`src/rtl/fft_pkg.sv`:
```
// Shared FFT definitions: sizes, reader FSM states and the bank/row address mapping
// used by both the stage controller and the result reader.
package fft_pkg;

   localparam int N_LOG2 = 6;
   localparam int DW     = 32;

   typedef enum logic [1:0] {
      ST_IDLE,
      ST_READ,
      ST_DRAIN,
      ST_DONE
   } fft_rd_state_e;

   // Bank parity keeps butterfly partners in opposite banks.
   function automatic logic bank_of(input logic [N_LOG2-1:0] addr);
      return ^addr;
   endfunction

   function automatic logic [N_LOG2-1:0] bitrev(input logic [N_LOG2-1:0] k);
      logic [N_LOG2-1:0] r;
      r = '0;
      for (int i = 0; i < N_LOG2; i++) begin
         r[i] = k[N_LOG2-1-i];
      end
      return r;
   endfunction

endpackage

```
`src/rtl/fft_result_reader_fifo.sv`:
```
// Two-entry output FIFO holding sample data and its frequency index; the head
// entry is a register that drives the stream outputs directly.
module fft_out_fifo #(
   parameter int DATA_W = fft_pkg::DW,
   parameter int IDX_W  = fft_pkg::N_LOG2
) (
   input  logic              clk,
   input  logic              nrst,
   input  logic              push,
   input  logic [DATA_W-1:0] push_data,
   input  logic [IDX_W-1:0]  push_index,
   input  logic              pop,
   output logic [1:0]        occ,
   output logic              empty,
   output logic [DATA_W-1:0] head_data,
   output logic [IDX_W-1:0]  head_index
);
   import fft_pkg::*;

   logic [DATA_W-1:0] data0;
   logic [DATA_W-1:0] data1;
   logic [IDX_W-1:0]  idx0;
   logic [IDX_W-1:0]  idx1;

   // Callers only pop a non-empty FIFO and never push into a full one.
   always_ff @(posedge clk) begin
      if (!nrst) begin
         occ   <= 2'd0;
         data0 <= '0;
         data1 <= '0;
         idx0  <= '0;
         idx1  <= '0;
      end else begin
         assert (!(push && occ == 2'd2));
         case ({push, pop})
            2'b10: begin
               if (occ == 2'd0) begin
                  data0 <= push_data;
                  idx0  <= push_index;
               end else begin
                  data1 <= push_data;
                  idx1  <= push_index;
               end
               occ <= occ + 2'd1;
            end
            2'b01: begin
               data0 <= data1;
               idx0  <= idx1;
               occ   <= occ - 2'd1;
            end
            2'b11: begin
               if (occ == 2'd1) begin
                  data0 <= push_data;
                  idx0  <= push_index;
               end else begin
                  data0 <= data1;
                  idx0  <= idx1;
                  data1 <= push_data;
                  idx1  <= push_index;
               end
            end
            default: begin
            end
         endcase
      end
   end

   assign empty      = (occ == 2'd0);
   assign head_data  = data0;
   assign head_index = idx0;

endmodule

```
`src/rtl/fft_result_reader.sv`:
```
// Unloads the finished spectrum from the two coefficient banks and streams it
// out in natural (or bit-reversed) index order with ready/valid backpressure.
module fft_result_reader #(
   parameter int N_LOG2     = fft_pkg::N_LOG2,
   parameter int DW         = fft_pkg::DW,
   parameter bit BITREV_OUT = 1'b0
) (
   input  logic              clk,
   input  logic              nrst,
   input  logic              start,
   output logic              busy,
   output logic              done,
   output logic              re_b0,
   output logic [N_LOG2-2:0] raddr_b0,
   output logic              re_b1,
   output logic [N_LOG2-2:0] raddr_b1,
   input  logic [DW-1:0]     rdata_b0,
   input  logic [DW-1:0]     rdata_b1,
   output logic              out_valid,
   input  logic              out_ready,
   output logic [DW-1:0]     out_data,
   output logic [N_LOG2-1:0] out_index,
   output logic              out_last
);
   import fft_pkg::*;

   localparam logic [N_LOG2-1:0] K_LAST = '1;

   fft_rd_state_e     state;
   fft_rd_state_e     state_next;
   logic [N_LOG2-1:0] issue_cnt;
   logic [N_LOG2-1:0] addr;
   logic [N_LOG2-2:0] row;
   logic              bank;
   logic              issue;
   logic              pop;
   logic              inflight;
   logic              rd_bank;
   logic [N_LOG2-1:0] rd_k;
   logic [1:0]        occ;
   logic              fifo_empty;

   assign addr = BITREV_OUT ? bitrev(issue_cnt) : issue_cnt;
   assign bank = bank_of(addr);
   assign row  = addr[N_LOG2-1:1];
   assign pop  = out_valid & out_ready;

   // A read is only issued when its data is guaranteed a FIFO slot on return,
   // so a stalled consumer stops issue in the very same cycle.
   assign issue = (state == ST_READ) &&
                  (({1'b0, occ} + {2'b00, inflight}) <= (3'd1 + {2'b00, pop}));

   assign re_b0    = issue & ~bank;
   assign re_b1    = issue & bank;
   assign raddr_b0 = re_b0 ? row : '0;
   assign raddr_b1 = re_b1 ? row : '0;

   always_ff @(posedge clk) begin
      if (!nrst) begin
         state     <= ST_IDLE;
         issue_cnt <= '0;
         inflight  <= 1'b0;
         rd_bank   <= 1'b0;
         rd_k      <= '0;
      end else begin
         state    <= state_next;
         inflight <= issue;
         if (state == ST_IDLE) begin
            issue_cnt <= '0;
         end else if (issue) begin
            issue_cnt <= issue_cnt + 1'b1;
            rd_bank   <= bank;
            rd_k      <= issue_cnt;
         end
      end
   end

   always_comb begin
      state_next = state;
      case (state)
         ST_IDLE:  if (start) state_next = ST_READ;
         ST_READ:  if (issue && issue_cnt == K_LAST) state_next = ST_DRAIN;
         ST_DRAIN: if (fifo_empty && !inflight) state_next = ST_DONE;
         ST_DONE:  state_next = ST_IDLE;
         default:  state_next = ST_IDLE;
      endcase
   end

   assign busy = (state != ST_IDLE);
   assign done = (state == ST_DONE);

   fft_out_fifo #(
      .DATA_W (DW),
      .IDX_W  (N_LOG2)
   ) u_fifo (
      .clk        (clk),
      .nrst       (nrst),
      .push       (inflight),
      .push_data  (rd_bank ? rdata_b1 : rdata_b0),
      .push_index (rd_k),
      .pop        (pop),
      .occ        (occ),
      .empty      (fifo_empty),
      .head_data  (out_data),
      .head_index (out_index)
   );

   assign out_valid = ~fifo_empty;
   assign out_last  = out_valid && (out_index == K_LAST);

endmodule

```
`config.mk`:
```
export PLATFORM = sky130hd
export DESIGN_NAME = fft_result_reader
export DESIGN_NICKNAME = d
export VERILOG_FILES = /design/src/rtl/fft_pkg.sv /design/src/rtl/fft_result_reader_fifo.sv /design/src/rtl/fft_result_reader.sv
export SDC_FILE = /design/constraint.sdc
export NUM_CORES = 1
export LEC_CHECK = 0
export ABC_AREA = 1
export ABC_CLOCK_PERIOD_IN_PS = 2910
export BUFFER_PORTS_ARGS = -buffer_cell sky130_fd_sc_hd__buf_2
export CAP_MARGIN = 20
export CORE_MARGIN = 2
export CORE_UTILIZATION = 35
export CTS_CLUSTER_SIZE = 40
export DETAILED_ROUTE_END_ITERATION = 10
export SLEW_MARGIN = 20
export SYNTH_ARGS = -nofsm -noshare
export SYNTH_HDL_FRONTEND = slang
export SYNTH_SLANG_ARGS = --single-unit
export TNS_END_PERCENT = 20
```
`constraint.sdc`:
```
create_clock -name clk -period 2.91 [get_ports clk]
set_input_delay 0.1455 -clock clk [delete_from_list [all_inputs] [get_ports clk]]
set_output_delay 0.1455 -clock clk [all_outputs]
set_load 0.01 [all_outputs]
```
Yosys cells after proc, flatten, opt, wreduce, memory -nomap -nowiden
Index checks and enable logic that the tools add are counted.
Widths: inputs -> output; s select.
- add/sub/neg operators: 5
- magnitude comparators: 1
- equal/unequal tests: 15
- mux-type cells: 20
- bitwise logic cells: 7
- reduce and logical (&&, ||, !) cells: 17
- operators by type and width (operator ; number):
    $mux 32 ; 5
    $pmux 32 s3 ; 1
    $pmux 32 s2 ; 1
    $mux 6 ; 4
    $pmux 6 s3 ; 1
    $eq 6x6->1 const B ; 2
    $pmux 6 s2 ; 1
    $mux 5 ; 2
    $ne 2x2->1 const B ; 5
    $eq 2x2->1 const B ; 4
    $pmux 2 s4 ; 1
    $add 6x1->6 const B ; 1
    $eq 2x1->1 const B ; 3
    $mux 2 ; 3
    $reduce_and 3->1 ; 2
    $reduce_bool 2->1 ; 3
    $reduce_xor 6->1 ; 1
    $logic_and 1x1->1 ; 4
    $logic_not 2->1 ; 2
    $not 1->1 ; 4
    $pmux 2 s2 ; 1
    $reduce_and 2->1 ; 2
    $add 2x1->3 ; 1
    $and 1x1->1 ; 3
    other kinds (8) ; 8
- flip-flop bits (word level): 94
- input bits: 68
- output and inout bits: 54

Depth between registers and ports, before layout
- depth in word-level cells: 9
- gate-level depth with buffers: 15
- mapped depth without buffers: 15

Hierarchy
Synthesis repeated with hierarchy kept, for this count alone.
- cells, all modules: 835
- area total of the unflattened synthesis: 5392.7 µm²
- modules (own cells, without submodules) (module ; times used ; cells each ; area each (µm²) ; seq. area each (µm²)):
    fft_out_fifo ; 1 ; 575 ; 3965.1 ; 1561.5
    fft_result_reader ; 1 ; 260 ; 1427.6 ; 320.3

Worst setup path before layout
Ideal clock, no wire load.
- kind: register -> output
- start point: register u_fifo.occ[0]
- end point: output raddr_b1[0]
- arrival time: 2.247 ns
- data required time: 2.765 ns
- path slack: 0.518 ns
- cell stages (with the launch flop): 14
- path buffers: 0
- cell sequence: dfxtp_1 -> inv_1 -> ha_1 -> inv_2 -> nand2_4 -> inv_1 -> fa_1 -> nor2_1 -> nand2_1 -> nand2_1 -> nand2_1 -> inv_1 -> nand2_1 -> nor2_1
- cells in the longest elaborated chain, start to end: 8
- elaborated cells on any way between the ends: 9
- those cells by class: add/sub (2); order compare (1); mux (1); bitwise (3); reduce/logical (2)
- ends and longest elaborated chain (what ; RTL line ; RTL):
    from (decl) ; fft_result_reader_fifo.sv:13 ; output logic [1:0] occ,
    from (signal assigned) ; fft_result_reader_fifo.sv:44 ; occ <= occ + 2'd1;
    from (signal assigned) ; fft_result_reader_fifo.sv:49 ; occ <= occ - 2'd1;
    $logic_not 2->1 ; fft_result_reader_fifo.sv:68 ; assign empty = (occ == 2'd0);
    $not 1->1 ; fft_result_reader.sv:108 ; assign out_valid = ~fifo_empty;
    net out_valid ; fft_result_reader.sv:19 ; output logic out_valid,
    $and 1x1->1 ; fft_result_reader.sv:46 ; assign pop = out_valid & out_ready;
    $add 1x1->2 ; fft_result_reader.sv:51 ; (({1'b0, occ} + {2'b00, inflight}) <= (3'd1 + {2'b00, pop}));
    $le 3x2->1 ; fft_result_reader.sv:51 ;
    $logic_and 1x1->1 ; fft_result_reader.sv:50 ; assign issue = (state == ST_READ) &&
    $and 1x1->1 ; fft_result_reader.sv:54 ; assign re_b1 = issue & bank;
    $mux 5 ; fft_result_reader.sv:56 ; assign raddr_b1 = re_b1 ? row : '0;
    to (decl) ; fft_result_reader.sv:16 ; output logic [N_LOG2-2:0] raddr_b1,
The timed path passes the listed nets, and every way through them passes these cells.

Worst setup path in the final report
- start point: register u_fifo.occ[0]
- end point: output raddr_b1[3]
- cells in the longest elaborated chain, start to end: 8
- elaborated cells on any way between the ends: 9
- those cells by class: add/sub (2); order compare (1); mux (1); bitwise (3); reduce/logical (2)
- ends and longest elaborated chain (what ; RTL line):
    $logic_not 2->1 ; fft_result_reader_fifo.sv:68
    $not 1->1 ; fft_result_reader.sv:108
    $and 1x1->1 ; fft_result_reader.sv:46
    $add 1x1->2 ; fft_result_reader.sv:51
    $le 3x2->1 (*) ; fft_result_reader.sv:51
    $logic_and 1x1->1 (*) ; fft_result_reader.sv:50
    $and 1x1->1 (*) ; fft_result_reader.sv:54
    $mux 5 (*) ; fft_result_reader.sv:56
Mark *: on every way between the ends. The rest lies on a longest branch, timed or not.

==> results.py <==
metrics = {
    "timing": {
        "finalSetupViolations": 0,
        "finalClockSkew_ps": 5.24,
        "tightestPinTransition_ps": 1030,
        "fmax_ghz": 0.380,
        "grt_setup_unrepaired": "false",
        "hold_viol": 0,
        "fin_crit_sh_pct": 90.4,
        "final_max_slew_viol_count": 0,
        "finalSetupTns_ps": 0,
        "period_needed_ps": 2630,
        "fin_ws_ps": 280,
        "maxSlewHeadroom_pct": 31.1,
    },
    "global_routing": {
        "grt_max_degree": 53,
        "grt-ovfl-total": 0,
        "grt_pass1_vias": 3841,
        "antenna_found_initial": 0,
        "grt_pass1_wl_um": 18100,
        "track_usage_pct": 16.8,
    },
    "cts": {
        "post-cts-setup-buffers": 0,
        "h-tree-depth": 3,
        "cts_root_buffer": "clkbuf_16",
        "cts.sinks": 94,
        "max-clock-path-buffers": 2,
        "cts_tree": "yes",
        "path_clk_slew_ps": 60,
        "cts_buffers": 9,
        "insertion_delay_ps": 340,
    },
    "critical_path": {
        "start_kind": "flop",
        "end_kind": "primary output",
        "cp_data_required_time_ps": 2760,
        "crit_fanout": 8,
        "reg2reg_depth": 14,
        "path_class": "flop to primary output",
        "cp_data_arrival_time_ps": 2480,
    },
    "floorplanning": {
        "core-area_um2": 12500,
        "die_area_um2": 13600,
        "io_pins": 122,
        "rows": 41,
        "initial_core_util_pct": 35.6,
        "chipWidth_um": 117,
        "die_h_um": 117,
    },
    "worst_hold_path": {
        "min_path_cells": 5,
        "hold_class": "input port to flop",
    },
    "layout": {
        "design_area_um2": 5460,
        "final_cell_mix": "nand2_1 (195), buf_2 (121), nor2_1 (110)",
        "drive_gt1_share_pct": 21.3,
        "layout.nets": 831,
        "antennaDiodeCount": 0,
        "syn_to_final_growth_pct": 22.5,
        "mostFrequentLayoutCell": "nand2_1",
    },
    "logic_synthesis": {
        "postSynthNetCount": 732,
        "yosys.area_share.simple_pct": 27.9,
        "yosys-top-cells-area": "dfxtp_1 (42%), nand2_1 (17%), nor2_1 (9.4%)",
        "synth.top_cell.area_share_pct": 42.2,
        "yosys_warnings": 0,
        "synthXorXnorAreaFrac_pct": 0.983,
        "synth_mux_area_share_pct": 0,
        "synth.distinct_cells": 27,
        "synth_area_leader_cell": "dfxtp_1",
        "synth-seq-cells": 94,
        "seq_area_frac_synth_pct": 42.2,
        "synth_compound_area_share_pct": 16.8,
        "yosys.area_share.adder_pct": 4.38,
        "syn-cell-area_um2": 4460,
        "synth_top_family_by_area": "simple AND/OR/NAND/NOR gates",
        "avgSynthCellArea_um2": 6.87,
        "syn_inst": 649,
    },
    "route": {
        "wl_per_cell_um": 12.6,
        "antenna_left": 0,
        "drt-total-wl_um": 11600,
        "drtIter0Drc": 272,
        "first_pass_iters": 4,
        "drt-vias-per-instance": 4.77,
        "drcViolationCount": 0,
        "vias": 4411,
    },
    "power_and_ir_drop": {
        "p_leak_nw": 2.57,
        "powerDensity_nw_per_um2": 982,
        "irDropWorstVdd_mv": 0.339,
    },
    "placed_design": {
        "postPlaceCellArea_um2": 5120,
        "gp_congestion": 0.871,
        "place_ws_ps": 169,
        "dpl.hpwl_um": 7870,
        "io_buffers": 121,
    },
    "job": {
        "cap_violations": 0,
    },
    "run_status": {
        "status": "finished, final reports clean",
    },
}
[repair_timing]
action                                  CTS  global route
endpoints found under the setup margin   12            12
gates resized for setup                   5             9
hold buffers                              0             0
[where the power goes]
| part | total [W] | internal (W) | switching, W |
|---|---|---|---|
| sequential | 0.00210 | 0.00181 | 0.000293 |
| combinational | 0.00207 | 0.000758 | 0.00131 |
| clock | 0.00119 | 0.000709 | 0.000483 |
| total | 0.00536 | 0.00328 | 0.00208 |
[kinds of logic after synthesis]
family / Yosys count
and+or+nand+nor: 323
buffers and inverters: 74
AOI/OAI and AO/OA: 138
DFF: 94
xor gates and xnor gates: 5
adders and majority gates: 15
[metal layers]
| layer | track usage (%) | vias up | routed length (µm) |
|---|---|---|---|
| met4 | 6.98 | 0 | 247 |
| met3 | 3.24 | 19 | 594 |
| li1 | - | 2290 | - |
| met1 | 21.5 | 1997 | 5420 |
| met2 | 27.7 | 105 | 5380 |
| met5 | 0 | - | 0 |
[cell usage after synthesis, drive strengths merged]
| library cell | instances |
|---|---|
| a21boi | 2 |
| a21oi | 9 |
| a31oi | 38 |
| buf | 20 |
| clkbuf | 20 |
| dfxtp | 94 |
| fa | 1 |
| ha | 14 |
| inv | 34 |
| nand2 | 201 |
| nand3 | 5 |
| nand4 | 2 |
| nor2 | 113 |
| nor3 | 1 |
| nor3b | 1 |
| o21ai | 89 |
| xnor2 | 2 |
| xor2 | 3 |
[per-stage QoR]
step / hold WS [ps] / std cells / utilization, % / total power (W)
CTS: 168 / 924 / 43.4 / 0.00536
global placement: 464 / 909 / 40.9 / 0.00408
floorplan: 330 / 649 / - / 0.00349
detailed placement: 471 / 909 / 40.9 / 0.00415
finish: 174 / 924 / 43.6 / 0.00536
global route: 194 / 924 / 43.6 / 0.00580
[state kept, by name, summed over array words and instances (netlist names), 2 cells and up]
register,cells
addr,6
rd_k,6
state,2
u_fifo.data1,32
u_fifo.head_data,32
u_fifo.head_index,6
u_fifo.idx1,6
u_fifo.occ,2
[final cells by class]
| class | instances | area [µm²] |
|---|---|---|
| Fill cell | 1329 | 7060 |
| Multi-Input combinational cell | 481 | 2270 |
| Clock buffer | 12 | 256 |
| Inverter | 34 | 133 |
| Timing Repair Buffer | 128 | 658 |
| Clock inverter | 3 | 43.8 |
| Tap cell | 172 | 215 |
| Sequential cell | 94 | 1880 |
[critical path, cell delays in order (launching register included)]
cell,delay (ps)
dfxtp_2,360
inv_1,70
ha_4,180
inv_4,90
nand2_4,90
inv_2,80
fa_1,430
nor2_2,120
nand2_1,80
nand2_2,110
nand2_4,90
inv_4,100
nand2_2,90
nor2_1,120
buf_2,140
[worst paths after layout]
check / start / end / slack [ps]
max: u_fifo.occ[0] / raddr_b1[3] / 280
min reg2reg: u_fifo.data1[10] / u_fifo.head_data[10] / 480
min: rdata_b0[5] / u_fifo.head_data[5] / 170
max reg2reg: u_fifo.occ[0] / rd_k[3] / 510
(Power assumes the default switching activity.)
